===== config.mk =====
export PLATFORM = sky130hd
export DESIGN_NAME = spread_charge_accumulator_flat
export DESIGN_NICKNAME = d
export VERILOG_FILES = /design/src/rtl/spread_charge_accumulator_if.sv /design/src/rtl/spread_charge_accumulator.sv /design/src/flat_wrapper.sv
export SDC_FILE = /design/constraint.sdc
export NUM_CORES = 1
export LEC_CHECK = 0
export ABC_AREA = 1
export CAP_MARGIN = 20
export CORE_MARGIN = 2
export CORE_UTILIZATION = 50
export CTS_CLUSTER_SIZE = 25
export DETAILED_ROUTE_END_ITERATION = 7
export GPL_TIMING_DRIVEN = 0
export PLACE_DENSITY = 0.92
export SETUP_SLACK_MARGIN = 0.05
export SYNTH_ARGS = -nofsm -noshare
export SYNTH_HDL_FRONTEND = slang
export SYNTH_SLANG_ARGS = --single-unit

===== constraint.sdc =====
create_clock -name clk -period 2.8 [get_ports clk]
set_input_delay 0.56 -clock clk [delete_from_list [all_inputs] [get_ports clk]]
set_output_delay 0.56 -clock clk [all_outputs]
set_load 0.05 [all_outputs]

===== src/rtl/spread_charge_accumulator_if.sv =====
// ---------------------------------------------------------------------------
// spread_charge_accumulator_if : tier-pair beat input and portfolio summary output
// Revision 1.0
// ---------------------------------------------------------------------------
`default_nettype none

interface spread_charge_accumulator_if #(
  parameter int ACC_W = 20
);
  logic             in_valid;
  logic             in_ready;
  logic             in_last;
  logic [15:0]      in_spread;
  logic [15:0]      in_outright;
  logic [6:0]       in_resid_long;
  logic [6:0]       in_resid_short;
  logic             out_valid;
  logic             out_ready;
  logic [ACC_W-1:0] total_spread;
  logic [ACC_W-1:0] total_outright;
  logic [6:0]       resid_long;
  logic [6:0]       resid_short;
  logic [3:0]       pair_count;
  logic             overflow;
  logic             error;

  modport slave (
    input  in_valid, in_last, in_spread, in_outright, in_resid_long, in_resid_short, out_ready,
    output in_ready, out_valid, total_spread, total_outright, resid_long, resid_short,
           pair_count, overflow, error
  );

  modport master (
    output in_valid, in_last, in_spread, in_outright, in_resid_long, in_resid_short, out_ready,
    input  in_ready, out_valid, total_spread, total_outright, resid_long, resid_short,
           pair_count, overflow, error
  );
endinterface

`default_nettype wire


===== src/rtl/spread_charge_accumulator.sv =====
// ---------------------------------------------------------------------------
// spread_charge_accumulator : saturating per-portfolio sum of tier-pair spread results
// Revision 1.0
// ---------------------------------------------------------------------------
`default_nettype none

module spread_charge_accumulator #(
  parameter int MAX_PAIRS = 6,
  parameter int ACC_W     = 20
) (
  input  logic                         clk,
  input  logic                         reset,
  spread_charge_accumulator_if.slave   bus
);

  // Internal counter may be wider than the 4-bit port so large MAX_PAIRS still closes
  localparam int CNT_W = ($clog2(MAX_PAIRS + 1) > 4) ? $clog2(MAX_PAIRS + 1) : 4;

  typedef enum logic [1:0] {
    IDLE  = 2'd0,
    ACCUM = 2'd1,
    HOLD  = 2'd2
  } state_t;

  state_t             state;
  state_t             next_state;
  logic [ACC_W-1:0]   acc_spread;
  logic [ACC_W-1:0]   acc_outright;
  logic [6:0]         res_long;
  logic [6:0]         res_short;
  logic [CNT_W-1:0]   count;
  logic               ovf;
  logic               err;

  logic               accept;
  logic               release_summary;
  logic [CNT_W-1:0]   count_next;
  logic               at_max;
  logic [ACC_W:0]     spread_sum;
  logic [ACC_W:0]     outright_sum;
  logic               spread_sat;
  logic               outright_sat;
  logic [ACC_W-1:0]   spread_next;
  logic [ACC_W-1:0]   outright_next;

  assign accept          = bus.in_valid && (state != HOLD);
  assign release_summary = (state == HOLD) && bus.out_ready;
  assign count_next      = count + CNT_W'(1);
  assign at_max          = (count_next == CNT_W'(MAX_PAIRS));

  always_comb begin
    spread_sum    = {1'b0, acc_spread} + {{(ACC_W-15){1'b0}}, bus.in_spread};
    outright_sum  = {acc_outright[ACC_W-1], acc_outright}
                  + {{(ACC_W-15){bus.in_outright[15]}}, bus.in_outright};
    spread_sat    = spread_sum[ACC_W];
    // Sign disagreement between the guard bit and the top bit marks a signed overflow
    outright_sat  = outright_sum[ACC_W] ^ outright_sum[ACC_W-1];
    spread_next   = spread_sat ? {ACC_W{1'b1}} : spread_sum[ACC_W-1:0];
    outright_next = outright_sum[ACC_W-1:0];
    if (outright_sat) begin
      outright_next = outright_sum[ACC_W] ? {1'b1, {(ACC_W-1){1'b0}}}
                                          : {1'b0, {(ACC_W-1){1'b1}}};
    end
  end

  always_comb begin
    next_state = state;
    case (state)
      IDLE, ACCUM: begin
        if (accept) begin
          next_state = (bus.in_last || at_max) ? HOLD : ACCUM;
        end
      end
      HOLD: begin
        if (bus.out_ready) begin
          next_state = IDLE;
        end
      end
      default: next_state = IDLE;
    endcase
  end

  always_ff @(posedge clk) begin
    if (reset) begin
      state <= IDLE;
    end else begin
      state <= next_state;
    end
  end

  always_ff @(posedge clk) begin
    if (reset || release_summary) begin
      acc_spread   <= '0;
      acc_outright <= '0;
      res_long     <= '0;
      res_short    <= '0;
      count        <= '0;
      ovf          <= 1'b0;
      err          <= 1'b0;
    end else if (accept) begin
      acc_spread   <= spread_next;
      acc_outright <= outright_next;
      res_long     <= bus.in_resid_long;
      res_short    <= bus.in_resid_short;
      count        <= count_next;
      ovf          <= ovf | spread_sat | outright_sat;
      err          <= err | (at_max && !bus.in_last);
    end
  end

  assign bus.in_ready       = (state != HOLD);
  assign bus.out_valid      = (state == HOLD);
  assign bus.total_spread   = acc_spread;
  assign bus.total_outright = acc_outright;
  assign bus.resid_long     = res_long;
  assign bus.resid_short    = res_short;
  assign bus.pair_count     = count[3:0];
  assign bus.overflow       = ovf;
  assign bus.error          = err;

endmodule

`default_nettype wire


===== src/flat_wrapper.sv =====
// flat-port wrapper written by rule: the top's interface ports become plain ports
module spread_charge_accumulator_flat 
#(
  parameter int MAX_PAIRS = 6,
  parameter int ACC_W     = 20
)
  (clk, reset, bus_in_valid, bus_in_last, bus_in_spread, bus_in_outright, bus_in_resid_long, bus_in_resid_short, bus_out_ready, bus_in_ready, bus_out_valid, bus_total_spread, bus_total_outright, bus_resid_long, bus_resid_short, bus_pair_count, bus_overflow, bus_error);
  spread_charge_accumulator_if #(.ACC_W(ACC_W)) bus_i ();
  input  logic clk;
  input  logic reset;
  input wire logic [$bits(bus_i.in_valid)-1:0] bus_in_valid;
  input wire logic [$bits(bus_i.in_last)-1:0] bus_in_last;
  input wire logic [$bits(bus_i.in_spread)-1:0] bus_in_spread;
  input wire logic [$bits(bus_i.in_outright)-1:0] bus_in_outright;
  input wire logic [$bits(bus_i.in_resid_long)-1:0] bus_in_resid_long;
  input wire logic [$bits(bus_i.in_resid_short)-1:0] bus_in_resid_short;
  input wire logic [$bits(bus_i.out_ready)-1:0] bus_out_ready;
  output wire logic [$bits(bus_i.in_ready)-1:0] bus_in_ready;
  output wire logic [$bits(bus_i.out_valid)-1:0] bus_out_valid;
  output wire logic [$bits(bus_i.total_spread)-1:0] bus_total_spread;
  output wire logic [$bits(bus_i.total_outright)-1:0] bus_total_outright;
  output wire logic [$bits(bus_i.resid_long)-1:0] bus_resid_long;
  output wire logic [$bits(bus_i.resid_short)-1:0] bus_resid_short;
  output wire logic [$bits(bus_i.pair_count)-1:0] bus_pair_count;
  output wire logic [$bits(bus_i.overflow)-1:0] bus_overflow;
  output wire logic [$bits(bus_i.error)-1:0] bus_error;
  assign bus_i.in_valid = bus_in_valid;
  assign bus_i.in_last = bus_in_last;
  assign bus_i.in_spread = bus_in_spread;
  assign bus_i.in_outright = bus_in_outright;
  assign bus_i.in_resid_long = bus_in_resid_long;
  assign bus_i.in_resid_short = bus_in_resid_short;
  assign bus_i.out_ready = bus_out_ready;
  assign bus_in_ready = bus_i.in_ready;
  assign bus_out_valid = bus_i.out_valid;
  assign bus_total_spread = bus_i.total_spread;
  assign bus_total_outright = bus_i.total_outright;
  assign bus_resid_long = bus_i.resid_long;
  assign bus_resid_short = bus_i.resid_short;
  assign bus_pair_count = bus_i.pair_count;
  assign bus_overflow = bus_i.overflow;
  assign bus_error = bus_i.error;
  spread_charge_accumulator #(.MAX_PAIRS(MAX_PAIRS), .ACC_W(ACC_W)) u_core (.clk(clk), .reset(reset), .bus(bus_i));
endmodule

==> reports/qor.txt, run 1 <==
Max-slew violations - 0
Critical path class - input pin to flip-flop
R2r setup slk - 0.44 ns
RSZ-0062 raised after global routing - false
Largest net degree at the start of global routing - 12
PortBufs - 112
Number of H-tree levels - 3
Hold WC Path Type - flip-flop to flip-flop
CTS Hold Bufs - 0
Clock Latency Late Sink - 0.36 ns
Area added between synthesis and finish - 34.6%
Layout Utilization - 0.685
Placed insts - 878
Placed inst area - 5650 sq um
Commonest non-fill, non-tap cell in the layout - nand2_1
DRT Wirelength - 12.9 mm
CP arrival - 2.89 ns
Status - completed
Die Y - 97.8 um
Post-Layout Cell Count - 900
Share of layout cells above drive strength 1 - 0.0581
1st-pass router iterations - 5
Achievable frequency - 377 MHz
Fin crit share - 0.946
# DRC - 0
Sequential area share after synthesis - 0.282
Clk_skew - 0.00821 ns
Slew @ Worst Pin - 0.546 ns
Pwr dens - 602 nW/um^2
Required time of the worst setup path - 3.04 ns
Vias in the first global route - 4887
Vias per inst - 5.45
Vias after detailed routing - 4904
Ys Warns - 0
Finished Cell Area - 5920 sq um
Clk pin slew, worst setup/hold paths - 0.07 ns
GRT Total Usage - 0.272
CTS tree - built
CP Launch Type - input pin
Initial Util - 0.509
Routed WL per cell - 14.4 um
Max VDD drop - 293 uV
Tmin final - 2.65 ns
Setup crit end kind - flip-flop
Initial DRC count - 242
Yosys reg bits - 62
Syn nets - 749
Most frequent cells in the layout - nand2_1 (181), clkdlybuf4s50_1 (111), a21oi_1 (88), dfxtp_1 (62), inv_1 (57)
Root buffer cell - clkbuf_8
Static leakage - 2.75 nW
First-pass GRT wire length - 21.6 mm
GP Congestion - 0.936
Ant diodes - 0
Final setup viols - 0
IO Pins - 113
Die W - 97.8 um
Avg Cell Area, Syn - 6.68 sq um
Total design power - 3.56 mW
Setup ws final - 0.150 ns
Initial antenna violation count - 0
GRT Residual Overflow - 0
Area of the mapped netlist - 4400 sq um
Total CTS buffers - 9
Clock sinks - 62
Synth cell types - 31
DRT antenna net count - 0
Slew HR - 0.635
Post-detail-place hpwl - 9.88 mm
Final nets - 878
Core area - 8640 sq um
Hold Fails Final Rpt - 0
Total of max-cap violations - 0
Clock buffer depth - 2
Post-Synthesis Cells - 658
CP Max Fanout - 10
Pre-CTS setup slack - -0.434 ns
Die area - 9560 sq um
# rows - 34
[power by group]
part	total [mW]	internal, mW	switching (mW)
logic	1.70	0.621	1.08
registers	1.06	0.979	0.0797
clock network	0.810	0.410	0.400
total	3.56	2.01	1.55
[final timing paths]
path,start,to,cells after the start
setup / recovery,bus_in_outright[0],u_core.bus.total_outright[13],13
hold / removal,u_core.bus.resid_short[6],u_core.bus.resid_short[6],2
setup reg to reg,u_core.bus.total_outright[0],u_core.bus.total_outright[13],12
hold reg to reg,u_core.bus.resid_short[6],u_core.bus.resid_short[6],2
[metrics by stage]
step	hold slack (ns)	setup TNS, ns
after floorplan	0.458	0
final	0.465	0
after CTS	0.467	0
after detailed placement	0.455	-12.03
after global routing	0.489	0
after global placement	0.450	-10.03
[cell usage after synthesis]
library cell | count | area (sq um)
o21ai_0 | 53 | 265
nand3b_4 | 2 | 40.0
nand3_1 | 33 | 165
o21bai_1 | 3 | 22.5
xnor2_1 | 14 | 123
xor2_1 | 14 | 123
or2_2 | 1 | 6.26
inv_1 | 57 | 214
o2111ai_1 | 1 | 8.76
o22ai_1 | 1 | 6.26
and2_1 | 1 | 6.26
o211ai_1 | 2 | 15.0
nand4_1 | 10 | 62.6
a21oi_4 | 1 | 16.3
buf_2 | 5 | 25.0
ha_1 | 38 | 475
a21boi_0 | 3 | 22.5
nor3_1 | 6 | 30.0
a21oi_1 | 89 | 445
buf_6 | 2 | 22.5
clkbuf_1 | 10 | 37.5
a21o_1 | 2 | 15.0
a31oi_1 | 4 | 25.0
o21ai_2 | 2 | 17.5
and2_2 | 2 | 15.0
nor2_1 | 50 | 188
nand2_1 | 182 | 683
o21a_1 | 3 | 22.5
nand2_2 | 3 | 18.8
dfxtp_1 | 62 | 1240
fa_1 | 2 | 40.0
[routing by layer]
metal	track usage	wire length, um	part of all wire
met1	0.327	5560	0.43
met2	0.469	6370	0.49
met4	0.113	325	0.025
met5	0	0	0
met3	0.0601	659	0.051
[state kept, by name, indices dropped and copies added (netlist names)]
name / flops
u_core.bus.resid_long: 7
u_core.bus.error: 1
u_core.bus.overflow: 1
u_core.bus.total_spread: 20
u_core.bus.total_outright: 20
u_core.state: 2
u_core.bus.resid_short: 7
u_core.bus.pair_count: 4
[worst max-delay path, stage by stage]
cell and delay, ns:
clkdlybuf4s50_1 0.46, ha_1 0.17, inv_1 0.08, fa_2 0.36, inv_1 0.11, nand3_1 0.10
nand2_2 0.16, nand3b_4 0.10, nand4_1 0.11, nand2_2 0.09, a21oi_4 0.29, buf_6 0.20
a21oi_1 0.08
[what timing repair did]
action / CTS / global route
gates cloned: 0 / 0
resized for setup: 2 / 9
pin swaps: 1 / 2
setup buffers: 4 / 2
setup endpoints to repair: 20 / 33
[cells by family (layout without fill, tap and decap cells)]
family | count (synthesis) | count (layout) | synth area share
simple gates | 290 | 290 | 0.276
buf+inv | 74 | 208 | 0.0680
xor+xnor | 28 | 28 | 0.0558
compound gates | 164 | 164 | 0.201
flops | 62 | 62 | 0.282
fa+ha+maj | 40 | 40 | 0.117
[layout make-up]
type | instances | area, sq um
inverter | 57 | 214
sequential | 62 | 1240
buffer | 17 | 93.8
fill | 724 | 2720
clock inverter | 6 | 61.3
multi-input combinational | 522 | 2880
clock buffer | 10 | 128
tap | 108 | 135
timing repair buffer | 118 | 1170
Power figures use the tool's default switching activity.
==> inputs of run 2 (changes only) <==
--- a/config.mk
+++ b/config.mk
@@ -12,6 +12,7 @@
 export CTS_CLUSTER_SIZE = 25
 export DETAILED_ROUTE_END_ITERATION = 7
 export GPL_TIMING_DRIVEN = 0
+export MAX_ROUTING_LAYER = met4
 export PLACE_DENSITY = 0.92
 export SETUP_SLACK_MARGIN = 0.05
 export SYNTH_ARGS = -nofsm -noshare
==> run 2 against run 1 <==
- the run now ends with DRC left
- flip-flop and latch count did not move
- clock power grew 16%
- global-route usage grew 0.86 points
- combinational power rose by 2%
- critical path depth is 2 higher
- via count rose by 0.65%
- power is 4.9% higher
- cell count up 0.22%
- hold slack better by 0.0064 ns
- count of clock-buffer cells in the layout unchanged
- register-to-register slack improved by 0.04 ns
- sequential power about the same
- largest cell class unchanged
- largest power group unchanged
==> reports/qor.txt, run 2 (same netlist as run 1, synthesis figures left out) <==
Status - finished with violations
Failing checks - DRC
Vias in the first global route - 4871 (-0.33%)
P_sw - 1.58 mW (+1.9%)
Most frequent cells in the layout - nand2_1 (181), clkdlybuf4s50_1 (111), a21oi_1 (88), dfxtp_1 (62), inv_1 (56)
Die area - 9560 sq um (unchanged)
Required time of the worst setup path - 3.07 ns (+0.03 ns)
Vias after detailed routing - 4936 (+0.65%)
First-pass GRT wire length - 21.6 mm (about the same)
Crit path max-delay family - buffers and inverters
CP max stage delay - 0.47 ns (about the same)
RSZ-0062 raised after global routing - false
Int Pwr - 2.16 mW (+7.2%)
Placed insts - 878 (unchanged)
Pwr dens - 620 nW/um^2 (+2.9%)
Post-Layout Cell Count - 902 (+0.22%)
Register area - 1240 sq um (unchanged)
GRT Residual Overflow - 0 (unchanged)
Clock sinks - 62 (unchanged)
Cells along the critical path - clkdlybuf4s50_1, ha_2, inv_1, fa_2, inv_1, nand3_1, nand2_2, nand3b_4, nand3_1, nand2_1, nand2_2, a21oi_4, buf_12, buf_6, a21oi_1
Final nets - 880 (+0.23%)
PortBufs - 112 (unchanged)
Initial antenna violation count - 0 (unchanged)
Commonest non-fill, non-tap cell in the layout - nand2_1
Clock buffer depth - 2 (unchanged)
Clk pwr share - 0.250 (+0.023)
Vias per inst - 5.47 (+0.43%)
Slew HR - 0.623 (-0.0120)
Tmin final - 2.59 ns (-0.0566 ns)
Power share of the combinational group - 0.465 (-0.011)
Switching portion of total power - 0.424 (-0.0126)
Clock Latency Late Sink - 0.35 ns (about the same)
Clk_skew - 0.0105 ns (+0.00232 ns)
Multi-input gate area - 2910 sq um (+1.3%)
Area added between synthesis and finish - 37.1%
Share of layout cells above drive strength 1 - 0.0668 (+0.00867)
CP Max Fanout - 7 (-3)
GRT Total Usage - 0.280 (+0.00857)
Initial DRC count - 241 (-0.41%)
Fin crit share - 0.926 (-0.0202)
Sequential power share - 0.285 (-0.012)
Achievable frequency - 386 MHz (+2.2%)
Max-slew violations - 0 (unchanged)
Number of H-tree levels - 3 (unchanged)
GP Congestion - 0.965 (+3.1%)
Critical path class - input pin to flip-flop
Clk pin slew, worst setup/hold paths - 0.08 ns (about the same)
DRT Wirelength - 13.5 mm (+4.5%)
Static leakage - 2.78 nW (+0.90%)
IO Pins - 113 (unchanged)
Post-detail-place hpwl - 10.1 mm (+2.2%)
Core area - 8640 sq um (unchanged)
Setup crit end kind - flip-flop
Final setup viols - 0 (unchanged)
Total of max-cap violations - 0 (unchanged)
1st-pass router iterations - 8 (+3)
CP arrival - 2.86 ns (-0.03 ns)
Die Y - 97.8 um (unchanged)
Routed WL per cell - 15.0 um (+4.3%)
Hold WC Path Type - flip-flop to flip-flop
Total design power - 3.74 mW (+4.9%)
Slew @ Worst Pin - 0.564 ns (+0.0180 ns)
DRT antenna net count - 0 (unchanged)
Root buffer cell - clkbuf_8
Ant diodes - 0 (unchanged)
Max VDD drop - 295 uV (+0.66%)
Hold Fails Final Rpt - 0 (unchanged)
Largest net degree at the start of global routing - 13 (+1)
Bufs and invs on worst path - 5 (+1)
CTS tree - built
CTS Hold Bufs - 0 (unchanged)
Die W - 97.8 um (unchanged)
CP Launch Type - input pin
# DRC - 1 (+1)
# fillers - 728 (+0.55%)
Slowest-stage cell, CP - clkdlybuf4s50_1
# rows - 34 (unchanged)
Initial Util - 0.509 (unchanged)
Total CTS buffers - 9 (unchanged)
run 2: area by class of cell:
type | count | share of cell area
tap | 108 | 0.0224
sequential | 62 | 0.206
clock inverter | 6 | 0.0154
timing repair buffer | 120 | 0.200
multi-input combinational | 522 | 0.483
inverter | 57 | 0.0355
buffer | 17 | 0.0151
clock buffer | 10 | 0.0228
run 2: timing repair:
| item | in CTS | in global routing |
|---|---|---|
| buffers inserted | 3 | 4 |
| gates cloned | 0 | 1 |
| gates resized for setup | 2 | 17 |
| pin swaps | 1 | 2 |
| endpoints found under the setup margin | 23 | 34 |
run 2: path summary, 6_finish.rpt:
check | start | end | slack, ns | cells after the start
worst min register to register | u_core.bus.resid_short[3] | u_core.bus.resid_short[3] | 0.47 | 2
worst max-delay path | bus_in_outright[0] | u_core.bus.total_outright[13] | 0.21 | 15
worst max register to register | u_core.bus.total_outright[0] | u_core.bus.total_outright[13] | 0.48 | 14
worst min-delay path | u_core.bus.resid_short[3] | u_core.bus.resid_short[3] | 0.47 | 2
run 2: per-stage QoR:
step	utilization	hold slack (ns)	worst slack (ns)	instance area, sq um	setup TNS, ns
detailed placement	0.655	0.460	-0.503	5650	-13.39
floorplan	-	0.458	0.162	4400	0
CTS	0.685	0.471	0.0575	5910	0
global placement	0.655	0.450	-0.464	5650	-11.22
finish	0.698	0.471	0.206	6030	0
global route	0.698	0.499	0.0685	6030	0
run 2: routing by layer:
metal / share of wire / wire length (um) / global-route usage
met2: 0.50 / 6820 / 0.482
met5: 0 / 0 / -
met3: 0.047 / 630 / 0.0379
met1: 0.42 / 5620 / 0.317
met4: 0.033 / 442 / 0.147
run 2: worst register-to-register path, delay by kind of cell (launching register included):
family / cells / cell delay [ns]
fa+ha+maj: 2 / 0.57
buf+inv: 4 / 0.45
compound gates: 2 / 0.21
simple gates: 6 / 0.62
flops: 1 / 0.39
run 2: power by group through the flow:
stage	logic, mW	registers (mW)	clock network, mW
floorplan	0.849	1.39	0
global placement	1.62	1.07	0
detailed placement	1.65	1.08	0
CTS	1.68	1.06	0.937
global route	1.89	1.08	0.977
finish	1.74	1.06	0.936
==> inputs of run 3 (changes only) <==
--- a/config.mk
+++ b/config.mk
@@ -9,6 +9,7 @@
 export CAP_MARGIN = 20
 export CORE_MARGIN = 2
 export CORE_UTILIZATION = 50
+export CTS_CLUSTER_DIAMETER = 200
 export CTS_CLUSTER_SIZE = 25
 export DETAILED_ROUTE_END_ITERATION = 7
 export GPL_TIMING_DRIVEN = 0
==> results of run 3 <==
Final layout, timing and power as in run 2 (identical DEF).
